===== config.mk =====
export PLATFORM = sky130hd
export DESIGN_NAME = r5fp_div_issue
export DESIGN_NICKNAME = d
export VERILOG_FILES = /design/src/rtl/r5fp_div_issue_pkg.sv /design/src/rtl/r5fp_div_req_fifo.sv /design/src/rtl/r5fp_div_issue.sv
export SDC_FILE = /design/constraint.sdc
export NUM_CORES = 1
export LEC_CHECK = 0
export BUFFER_PORTS_ARGS = -buffer_cell sky130_fd_sc_hd__buf_2
export CAP_MARGIN = 20
export CORE_UTILIZATION = 30
export CTS_BUF_LIST = sky130_fd_sc_hd__clkbuf_4 sky130_fd_sc_hd__clkbuf_8
export DETAILED_ROUTE_END_ITERATION = 8
export GPL_TIMING_DRIVEN = 0
export PLACE_DENSITY = 0.59
export SYNTH_ARGS = -nofsm -noshare
export SYNTH_HDL_FRONTEND = slang
export SYNTH_SLANG_ARGS = --single-unit

===== constraint.sdc =====
create_clock -name clk -period 3.9 [get_ports clk]
set_clock_uncertainty 0.2 [all_clocks]
set_input_delay 0.195 -clock clk [delete_from_list [all_inputs] [get_ports clk]]
set_output_delay 0.195 -clock clk [all_outputs]
set_load 0.05 [all_outputs]

===== src/rtl/r5fp_div_issue_pkg.sv =====
// Shared types for the R5FP divide issue/return path: float control word,
// queued divide request payload and issue controller state encoding.
package r5fp_div_issue_pkg;

  localparam int unsigned FP_W      = 65;
  localparam int unsigned DIV_TAG_W = 5;

  typedef struct packed {
    logic [2:0] rnd;
    logic       tininess;
    logic [4:0] flags;
  } float_ctrl_t;

  typedef struct packed {
    logic [FP_W-1:0]      a;
    logic [FP_W-1:0]      b;
    logic                 is_single;
    float_ctrl_t          fctrl;
    logic [DIV_TAG_W-1:0] tag;
  } div_req_t;

  typedef enum logic [1:0] {
    IDLE  = 2'd0,
    BUSY  = 2'd1,
    DRAIN = 2'd2
  } div_issue_state_t;

endpackage


===== src/rtl/r5fp_div_req_fifo.sv =====
// In-order circular queue of divide requests; head is always presented.
module r5fp_div_req_fifo
  import r5fp_div_issue_pkg::*;
#(
  parameter int unsigned DEPTH = 2
) (
  input  logic                   clk,
  input  logic                   rst_n,
  input  logic                   i_clear,
  input  logic                   i_push,
  input  div_req_t               i_req,
  input  logic                   i_pop,
  output div_req_t               o_head,
  output logic [$clog2(DEPTH):0] o_count
);

  localparam int unsigned PTR_W = $clog2(DEPTH);

  div_req_t         r_mem [DEPTH];
  logic [PTR_W-1:0] r_wr_ptr;
  logic [PTR_W-1:0] r_rd_ptr;
  logic [PTR_W:0]   r_count;

  // Pointers wrap naturally because DEPTH is a power of two.
  always_ff @(posedge clk or negedge rst_n) begin
    if (!rst_n) begin
      r_wr_ptr <= '0;
      r_rd_ptr <= '0;
      r_count  <= '0;
      for (int i = 0; i < DEPTH; i++) begin
        r_mem[i] <= '0;
      end
    end else if (i_clear) begin
      r_wr_ptr <= '0;
      r_rd_ptr <= '0;
      r_count  <= '0;
    end else begin
      if (i_push) begin
        r_mem[r_wr_ptr] <= i_req;
        r_wr_ptr        <= r_wr_ptr + 1'b1;
      end
      if (i_pop) begin
        r_rd_ptr <= r_rd_ptr + 1'b1;
      end
      case ({i_push, i_pop})
        2'b10:   r_count <= r_count + 1'b1;
        2'b01:   r_count <= r_count - 1'b1;
        default: r_count <= r_count;
      endcase
    end
  end

  assign o_head  = r_mem[r_rd_ptr];
  assign o_count = r_count;

endmodule


===== src/rtl/r5fp_div_issue.sv =====
// Issue/return controller around R5FP_div_seq: queues requests, strobes the
// divider one op at a time, and holds each result for writeback.
module r5fp_div_issue
  import r5fp_div_issue_pkg::*;
#(
  parameter int unsigned DEPTH = 2,
  parameter int unsigned TAG_W = DIV_TAG_W
) (
  input  logic              clk,
  input  logic              rst_n,
  input  logic              flush,
  input  logic              req_valid,
  output logic              req_ready,
  input  logic [FP_W-1:0]   req_a,
  input  logic [FP_W-1:0]   req_b,
  input  logic              req_is_single,
  input  float_ctrl_t       req_fctrl,
  input  logic [TAG_W-1:0]  req_tag,
  output logic              div_strobe_in,
  output logic [FP_W-1:0]   div_a_in,
  output logic [FP_W-1:0]   div_b_in,
  output logic              div_is_single_in,
  output float_ctrl_t       div_fctrl_in,
  input  logic              div_valid_out,
  input  logic [FP_W-1:0]   div_result_out,
  input  float_ctrl_t       div_fctrl_out,
  output logic              rsp_valid,
  input  logic              rsp_ready,
  output logic [FP_W-1:0]   rsp_result,
  output float_ctrl_t       rsp_fctrl,
  output logic              rsp_is_single,
  output logic [TAG_W-1:0]  rsp_tag
);

  localparam int unsigned CNT_W = $clog2(DEPTH) + 1;

  div_issue_state_t r_state;
  div_issue_state_t w_state_nxt;
  logic             w_strobe_nxt;
  logic             w_push;
  logic             w_pop;
  logic             w_capture;
  logic             w_can_issue;
  div_req_t         w_req;
  div_req_t         w_head;
  logic [CNT_W-1:0] w_count;

  logic             r_strobe;
  logic             r_rsp_valid;
  logic [FP_W-1:0]  r_rsp_result;
  float_ctrl_t      r_rsp_fctrl;
  logic             r_rsp_is_single;
  logic [TAG_W-1:0] r_rsp_tag;

  assign req_ready = (w_count < CNT_W'(DEPTH));
  assign w_push    = req_valid && req_ready && !flush;

  always_comb begin
    w_req           = '0;
    w_req.a         = req_a;
    w_req.b         = req_b;
    w_req.is_single = req_is_single;
    w_req.fctrl     = req_fctrl;
    w_req.tag       = DIV_TAG_W'(req_tag);
  end

  r5fp_div_req_fifo #(
    .DEPTH (DEPTH)
  ) u_fifo (
    .clk     (clk),
    .rst_n   (rst_n),
    .i_clear (flush),
    .i_push  (w_push),
    .i_req   (w_req),
    .i_pop   (w_pop),
    .o_head  (w_head),
    .o_count (w_count)
  );

  // Only issue when the response register is free by the time the result returns.
  assign w_can_issue = (w_count != '0) && (!r_rsp_valid || rsp_ready) && !flush;

  always_comb begin
    w_state_nxt  = r_state;
    w_strobe_nxt = 1'b0;
    w_pop        = 1'b0;
    w_capture    = 1'b0;
    case (r_state)
      IDLE: begin
        if (w_can_issue) begin
          w_state_nxt  = BUSY;
          w_strobe_nxt = 1'b1;
        end
      end
      BUSY: begin
        if (div_valid_out) begin
          w_state_nxt = IDLE;
          if (!flush) begin
            w_capture = 1'b1;
            w_pop     = 1'b1;
          end
        end else if (flush) begin
          w_state_nxt = DRAIN;
        end
      end
      DRAIN: begin
        // The killed result is dropped; a request queued meanwhile may go straight out.
        if (div_valid_out) begin
          if (w_can_issue) begin
            w_state_nxt  = BUSY;
            w_strobe_nxt = 1'b1;
          end else begin
            w_state_nxt = IDLE;
          end
        end
      end
      default: w_state_nxt = IDLE;
    endcase
  end

  always_ff @(posedge clk or negedge rst_n) begin
    if (!rst_n) begin
      r_state  <= IDLE;
      r_strobe <= 1'b0;
    end else begin
      r_state  <= w_state_nxt;
      r_strobe <= w_strobe_nxt;
    end
  end

  // Response holding register; capture wins over a same-cycle drain.
  always_ff @(posedge clk or negedge rst_n) begin
    if (!rst_n) begin
      r_rsp_valid     <= 1'b0;
      r_rsp_result    <= '0;
      r_rsp_fctrl     <= '0;
      r_rsp_is_single <= 1'b0;
      r_rsp_tag       <= '0;
    end else if (flush) begin
      r_rsp_valid <= 1'b0;
    end else if (w_capture) begin
      r_rsp_valid     <= 1'b1;
      r_rsp_result    <= div_result_out;
      r_rsp_fctrl     <= div_fctrl_out;
      r_rsp_is_single <= w_head.is_single;
      r_rsp_tag       <= TAG_W'(w_head.tag);
    end else if (r_rsp_valid && rsp_ready) begin
      r_rsp_valid <= 1'b0;
    end
  end

  assign div_strobe_in    = r_strobe;
  assign div_a_in         = w_head.a;
  assign div_b_in         = w_head.b;
  assign div_is_single_in = w_head.is_single;
  assign div_fctrl_in     = w_head.fctrl;

  assign rsp_valid     = r_rsp_valid;
  assign rsp_result    = r_rsp_result;
  assign rsp_fctrl     = r_rsp_fctrl;
  assign rsp_is_single = r_rsp_is_single;
  assign rsp_tag       = r_rsp_tag;

endmodule


==> results of run 1 <==
[tightest hold or removal path, stage by stage]
cell and delay [ns]:
dlygate4sd3_1 0.52, buf_2 0.09, nand2_1 0.04, nand2_1 0.04
[final cells by class]
class,count,area [sq um]
fillers,5129,32150
flip-flops and latches,378,9459
multi-input cells,698,6329
repair buffers,691,4760
plain buffers,206,1523
clock buffers,108,1393
well taps,756,945.9
clock inverters,11,138.9
inverters,3,11.26
diodes,1,2.502
[cells in the mapped netlist, drive strengths merged (2+ instances only)]
cell	number	area (sq um)
o21ai	6	30.03
nand2	228	855.8
nand3	3	15.01
inv	3	11.26
nor2	6	22.52
buf	195	1481
or3	2	12.51
xnor2	2	17.52
a21oi	3	15.01
mux2i	5	50.05
dfrtp	378	9459
mux2	430	5180
clkbuf	11	41.29
and3b	2	17.52
[logic make-up after synthesis]
family / synth area share
AND/OR/NAND/NOR: 0.05721
XOR/XNOR: 0.002312
flip-flops: 0.5461
buffers and inverters: 0.08856
AO/OA/AOI/OAI: 0.003901
multiplexers: 0.3019
[per-layer routing]
layer  wire length [microns]  vias up  GRT usage  share of wire
met3                    2972       85    0.04719          0.060
li1                        -     5737          -              -
met5                       0        -          0              0
met2                   24500      418     0.2891           0.50
met4                    1370        0    0.06552          0.028
met1                   20480     6265     0.2026           0.42
[repair_timing]
action                    4_1_cts  5_1_grt
hold endpoints to repair      673        0
gates resized for setup         0        0
hold buffers                  241        0
[path summary, 6_finish.rpt]
kind / startpoint / slack [ns] / cells after the start / to
max: u_fifo.r_rd_ptr / 0.60 / 5 / div_fctrl_in[6]
min: div_result_out[0] / 0.09 / 4 / rsp_result[0]
max reg2reg: r_state[1] / 1.69 / 6 / u_fifo.o_count[1]
min reg2reg: rsp_result[43] / 0.27 / 2 / rsp_result[43]
max in group asynchronous: rst_n / 2.03 / 5 / u_fifo.r_mem[168]
min in group asynchronous: rst_n / 0.55 / 4 / rsp_result[24]
[power by group]
| group | internal, mW | total (mW) | leakage, nW | switching [mW] |
|---|---|---|---|---|
| logic | 3.68 | 9.31 | 6.51 | 5.63 |
| clock network | 2.46 | 4.16 | 0.804 | 1.70 |
| registers | 5.60 | 6.48 | 4.55 | 0.880 |
| total | 11.7 | 19.9 | 11.9 | 8.21 |
[sequential cells by signal (all words and copies together), names as in the netlist, 2 cells and up]
signal / count
rsp_tag: 5
rsp_fctrl: 9
u_fifo.o_count: 2
r_state: 2
u_fifo.r_mem: 290
rsp_result: 65
[cell usage in the layout (no fill, tap or decap), types with 3 or more instances in the layout]
master	count
a21oi_1	3
buf_12	5
buf_16	4
buf_2	479
buf_4	148
buf_6	8
bufinv_16	3
clkbuf_1	11
clkbuf_4	15
clkbuf_8	93
clkinv_2	5
dfrtp_1	378
dlygate4sd3_1	240
inv_1	3
mux2_2	340
mux2_4	90
mux2i_1	5
nand2_1	228
nand3_1	3
nor2_1	6
o21ai_0	6
==> summary.txt, run 1 <==
Clock tree
  • Clock sink total: 378
  • Clk_lat worst skew: 0.64 ns
  • Inserted Clock Buffers: 71
  • Worst-path clk slew: 0.06 ns
  • TritonCTS clock tree: yes
  • Root buf cell: clkbuf_8
  • Clock Path Buffers: 3
  • Setup Fix Bufs, Post-CTS: 0
  • CTS H-Tree Depth: 3

Global routing
  • Vias in the first global route: 14090
  • Largest net degree at the start of global routing: 123
  • Global-route wire length before repair: 78050 microns
  • Global Route Usage Sum: 0.1699
  • Initial antenna violation count: 0
  • Congestion Overflow GR: 0

Setup path
  • Critical Path Start Type: flip-flop
  • Slowest cell on crit path: clkbuf_1
  • Worst-path maximum fanout: 11
  • CP bufs+invs: 4
  • Required time worst endpoint: 3.50 ns
  • CP dominant cell by count: buf_2
  • Setup CP Type: reg2out
  • Worst-path cell chain: clkbuf_1 > buf_2 > mux2_2 > buf_4 > buf_2
  • Critical Path AT: 2.91 ns
  • CP delay by family, top: buffers and inverters
  • Setup crit end kind: output port
  • Critical path's largest stage delay: 0.71 ns

Layout
  • Final non-filler cell total: 2852
  • Share of cells above drive strength 1: 0.5723
  • Nets@finish: 2274
  • Design Area, Final: 24560 sq um
  • Layout area overhead: 41.79%
  • Post-layout util: 0.4331

Place
  • Placed insts: 2491
  • Pre-CTS setup slack: 1.043 ns
  • Port Buffers: 447
  • DPL Wire Length: 32670 microns
  • Placed Area: 20600 sq um
  • Placer Congestion: 0.8811

Detailed routing
  • 1st-iter DRT viols: 351
  • Post-Route WL: 49330 microns
  • Avg Vias per Cell: 4.385
  • Post-route DRC: 0
  • Via count: 12510
  • Post-route ant nets: 0
  • First-pass DRT Iterations: 4
  • Wire per inst: 17.30 microns

Timing
  • Worst-margin pin slew: 0.9468 ns
  • TNS Setup: 0 ns
  • Minimum clock period: 3.303 ns
  • Worst hold slack: 0.08921 ns
  • Final setup margin: 0.5967 ns
  • Final cycle utilization of the critical path: 0.8470
  • Slew headroom: 0.3688
  • Slew Limit Fails: 0
  • Setup violators final: 0
  • Peak Freq: 302.7 MHz
  • RSZ-0062 raised after global routing: false
  • Final Hold Vio Count: 0

Synthesis
  • EDFF count, synth: 0
  • Synth warn: 0
  • Post-synthesis cell type count: 30
  • Post-Syn Area: 17320 sq um
  • Synthesized flop and latch total: 378
  • Register area share after synthesis: 0.5461
  • Primary FF master, synth: dfrtp_1
  • Cells after Synth: 1285
  • Avg Inst Size Synth: 13.48 sq um
  • Asr flop ratio synth: 1.000
  • Syn Nets: 1510

Die
  • # IOs: 448
  • Starting Density: 0.3054
  • Die area: 58700 sq um
  • Core Region: 56710 sq um
  • Row cnt: 87
  • Die W: 242.3 microns
  • Die H: 242.3 microns

Power and ir drop
  • Total power: 19.95 mW
  • Peak VDD IR: 517.2 uV
  • P per Cell Area: 812.1 nW/um^2
  • Lkg Pwr: 11.86 nW

Run
  • Max-cap violations: 0

Worst hold path
  • Hold/Removal Path Class: in2reg

Outcome
  • Status: completed
Power figures use the tool's default switching activity.
==> run 2, diff against run 1 <==
==> constraint.sdc (replaced) <==
create_clock -name clk -period 3.3 [get_ports clk]
set_clock_uncertainty 0.2 [all_clocks]
set_input_delay 0.165 -clock clk [delete_from_list [all_inputs] [get_ports clk]]
set_output_delay 0.165 -clock clk [all_outputs]
set_load 0.05 [all_outputs]
==> summary.txt, run 2 (synthesis results as in run 1) <==
Place
  • Placed insts: 2491 (unchanged)
  • Port Buffers: 447 (unchanged)
  • Placed Area: 20600 sq um (unchanged)
  • Placer Congestion: 0.8811 (unchanged)
  • DPL Wire Length: 32670 microns (unchanged)

Detailed routing
  • Post-route ant nets: 0 (unchanged)
  • Wire per inst: 17.38 microns (+0.50%)
  • Avg Vias per Cell: 4.413 (+0.64%)
  • Post-Route WL: 50340 microns (+2.0%)
  • First-pass DRT Iterations: 4 (unchanged)
  • 1st-iter DRT viols: 445 (+27%)
  • Via count: 12780 (+2.2%)
  • Post-route DRC: 0 (unchanged)

Layout
  • Layout area overhead: 44.34%
  • Design Area, Final: 25000 sq um (+1.8%)
  • Commonest non-fill, non-tap cells in the layout: 479 x buf_2, 378 x dfrtp_1, 340 x mux2_2, 284 x dlygate4sd3_1, 228 x nand2_1
  • Biggest register: u_fifo.r_mem
  • Share of cells above drive strength 1: 0.5610 (-0.01131)
  • Final non-filler cell total: 2896 (+1.5%)
  • Fillers: 5066 (-1.2%)
  • Most common cell after layout, fill and taps aside: buf_2
  • Max reg flops: 290 (unchanged)
  • Nets@finish: 2318 (+1.9%)

Clock tree
  • Root buf cell: clkbuf_8
  • Clock Path Buffers: 3 (unchanged)
  • Clock sink total: 378 (unchanged)
  • Inserted Clock Buffers: 71 (unchanged)
  • CTS H-Tree Depth: 3 (unchanged)
  • Clk_lat worst skew: 0.64 ns (about the same)
  • Worst-path clk slew: 0.06 ns (about the same)
  • TritonCTS clock tree: yes

Die
  • Starting Density: 0.3054 (unchanged)
  • Die W: 242.3 microns (unchanged)
  • # IOs: 448 (unchanged)
  • Core Region: 56710 sq um (unchanged)
  • Die H: 242.3 microns (unchanged)
  • Die area: 58700 sq um (unchanged)
  • Row cnt: 87 (unchanged)

Worst hold path
  • Hold/Removal Path Class: in2reg
  • Min-Delay Endpoint: rsp_fctrl[5]
  • Hold Path Depth: 4 (unchanged)
  • HP Start: div_fctrl_out[5]

Global routing
  • Congestion Overflow GR: 0 (unchanged)
  • Largest net degree at the start of global routing: 123 (unchanged)
  • Global-route wire length before repair: 79940 microns (+2.4%)
  • Met2 Use GR: 0.2923 (+0.003118)
  • Vias in the first global route: 14390 (+2.2%)
  • Met1 usage: 0.2069 (+0.004361)
  • Global Route Usage Sum: 0.1734 (+0.003544)
  • Initial antenna violation count: 0 (unchanged)
  • GR Layer Usage met3: 0.04730 (+0.0001108)
  • Most used routing layer in global routing: met2

Setup path
  • Setup CP Type: reg2out
  • Critical Path AT: 2.53 ns (-0.38 ns)
  • Reg2reg end: u_fifo.r_mem[8]
  • Worst-path maximum fanout: 11 (unchanged)
  • FF-to-FF Start: u_fifo.o_count[1]
  • Reg2reg path depth: 5 (-1)
  • CP dominant cell by count: buf_2
  • Required time worst endpoint: 2.93 ns (-0.57 ns)
  • Setup crit end kind: output port
  • Slowest cell on crit path: buf_2
  • Worst-path cell chain: clkbuf_2 > buf_2 > mux2_2 > buf_4 > buf_2
  • Critical Path Start Type: flip-flop
  • CP Launch Point: u_fifo.r_rd_ptr
  • Register-to-register setup slack: 1.08 ns (-0.61 ns)
  • Critical path's largest stage delay: 0.42 ns (-0.29 ns)

Timing
  • Peak Freq: 345.9 MHz
  • Worst-margin pin slew: 0.6721 ns (-0.2748 ns)
  • TNS Setup: 0 ns (unchanged)
  • Slew headroom: 0.5520 (+0.1832)
  • Slew Limit Fails: 0 (unchanged)
  • Setup violators final: 0 (unchanged)
  • Final cycle utilization of the critical path: 0.8760
  • RSZ-0062 raised after global routing: false
  • Minimum clock period: 2.891 ns
  • Final Hold Vio Count: 0 (unchanged)

Power and ir drop
  • Lkg Pwr: 12.05 nW (+1.6%)
  • Flop pwr share: 0.324 (about the same)
  • Clock share of power: 0.208 (about the same)
  • Power Internal: 13.91 mW (+18%)
  • Combinational Power Share: 0.468 (about the same)
  • Sw frac: 0.4115 (about the same)
  • Peak VDD IR: 801.9 uV (+55%)
  • P per Cell Area: 945.2 nW/um^2 (+16%)
  • NetSw: 9.725 mW (+19%)

Outcome
  • Status: completed

Run
  • Max-cap violations: 0 (unchanged)
==> run 2: power by group through the flow <==
stage	clock, mW	combinational [mW]	sequential, mW
after global placement	0	10.7	7.54
after CTS	5.11	11.1	7.63
after detailed placement	0	10.8	7.66
final	4.92	11.1	7.66
after floorplan	0	7.08	8.95
after global routing	5.33	11.6	7.90
==> run 2: what timing repair did <==
item / in CTS / in global routing
setup endpoints to repair: 90 / 0
hold buffers: 285 / 0
resized for setup: 1 / 0
endpoints found under the hold margin: 673 / 0
setup buffers: 0 / 0
==> run 2: how the worst max path moves through the flow <==
stage,to,slack (ns),depth (start not counted)
after floorplan,u_fifo.r_mem[198],1.51,6
after global placement,u_fifo.r_mem[181],-5.50,1
after detailed placement,div_fctrl_in[6],0.47,5
after CTS,div_fctrl_in[6],0.18,5
after global routing,div_fctrl_in[6],0.17,5
final,div_fctrl_in[6],0.41,5
==> run 2: final cells by class <==
cell class / count / area (sq um) / share of cell area
plain buffers: 206 / 1524 / 0.06095
inverters: 3 / 11.26 / 0.0004504
multi-input cells: 698 / 6329 / 0.2531
well taps: 756 / 945.9 / 0.03783
diodes: 1 / 2.502 / 0.0001001
repair buffers: 735 / 5200 / 0.2080
clock inverters: 11 / 138.9 / 0.005555
flip-flops and latches: 378 / 9459 / 0.3783
clock buffers: 108 / 1393 / 0.05570
==> run 2: metrics by stage <==
step / util / setup WS (ns) / hold WS [ns] / total power, mW
after floorplan: - / 1.511 / -0.3306 / 16.02
after global placement: 0.3616 / -5.497 / 0.1562 / 18.19
after detailed placement: 0.3632 / 0.4727 / 0.007312 / 18.44
after CTS: 0.4408 / 0.1818 / 0.0005473 / 23.83
after global routing: 0.4408 / 0.1680 / 0.03298 / 24.86
final: 0.4409 / 0.4091 / 0.09221 / 23.63
==> run 2: critical path, delay by kind of cell, from the launching register on <==
| family | cells | cell delay [ns] |
|---|---|---|
| mux | 1 | 0.39 |
| flops | 1 | 0.34 |
| buf+inv | 4 | 1.14 |
==> run 2: layer usage <==
metal / routed length (microns) / share of wire
met1: 20850 / 0.41
met2: 24880 / 0.49
met3: 2950 / 0.059
met4: 1650 / 0.033
met5: 0 / 0
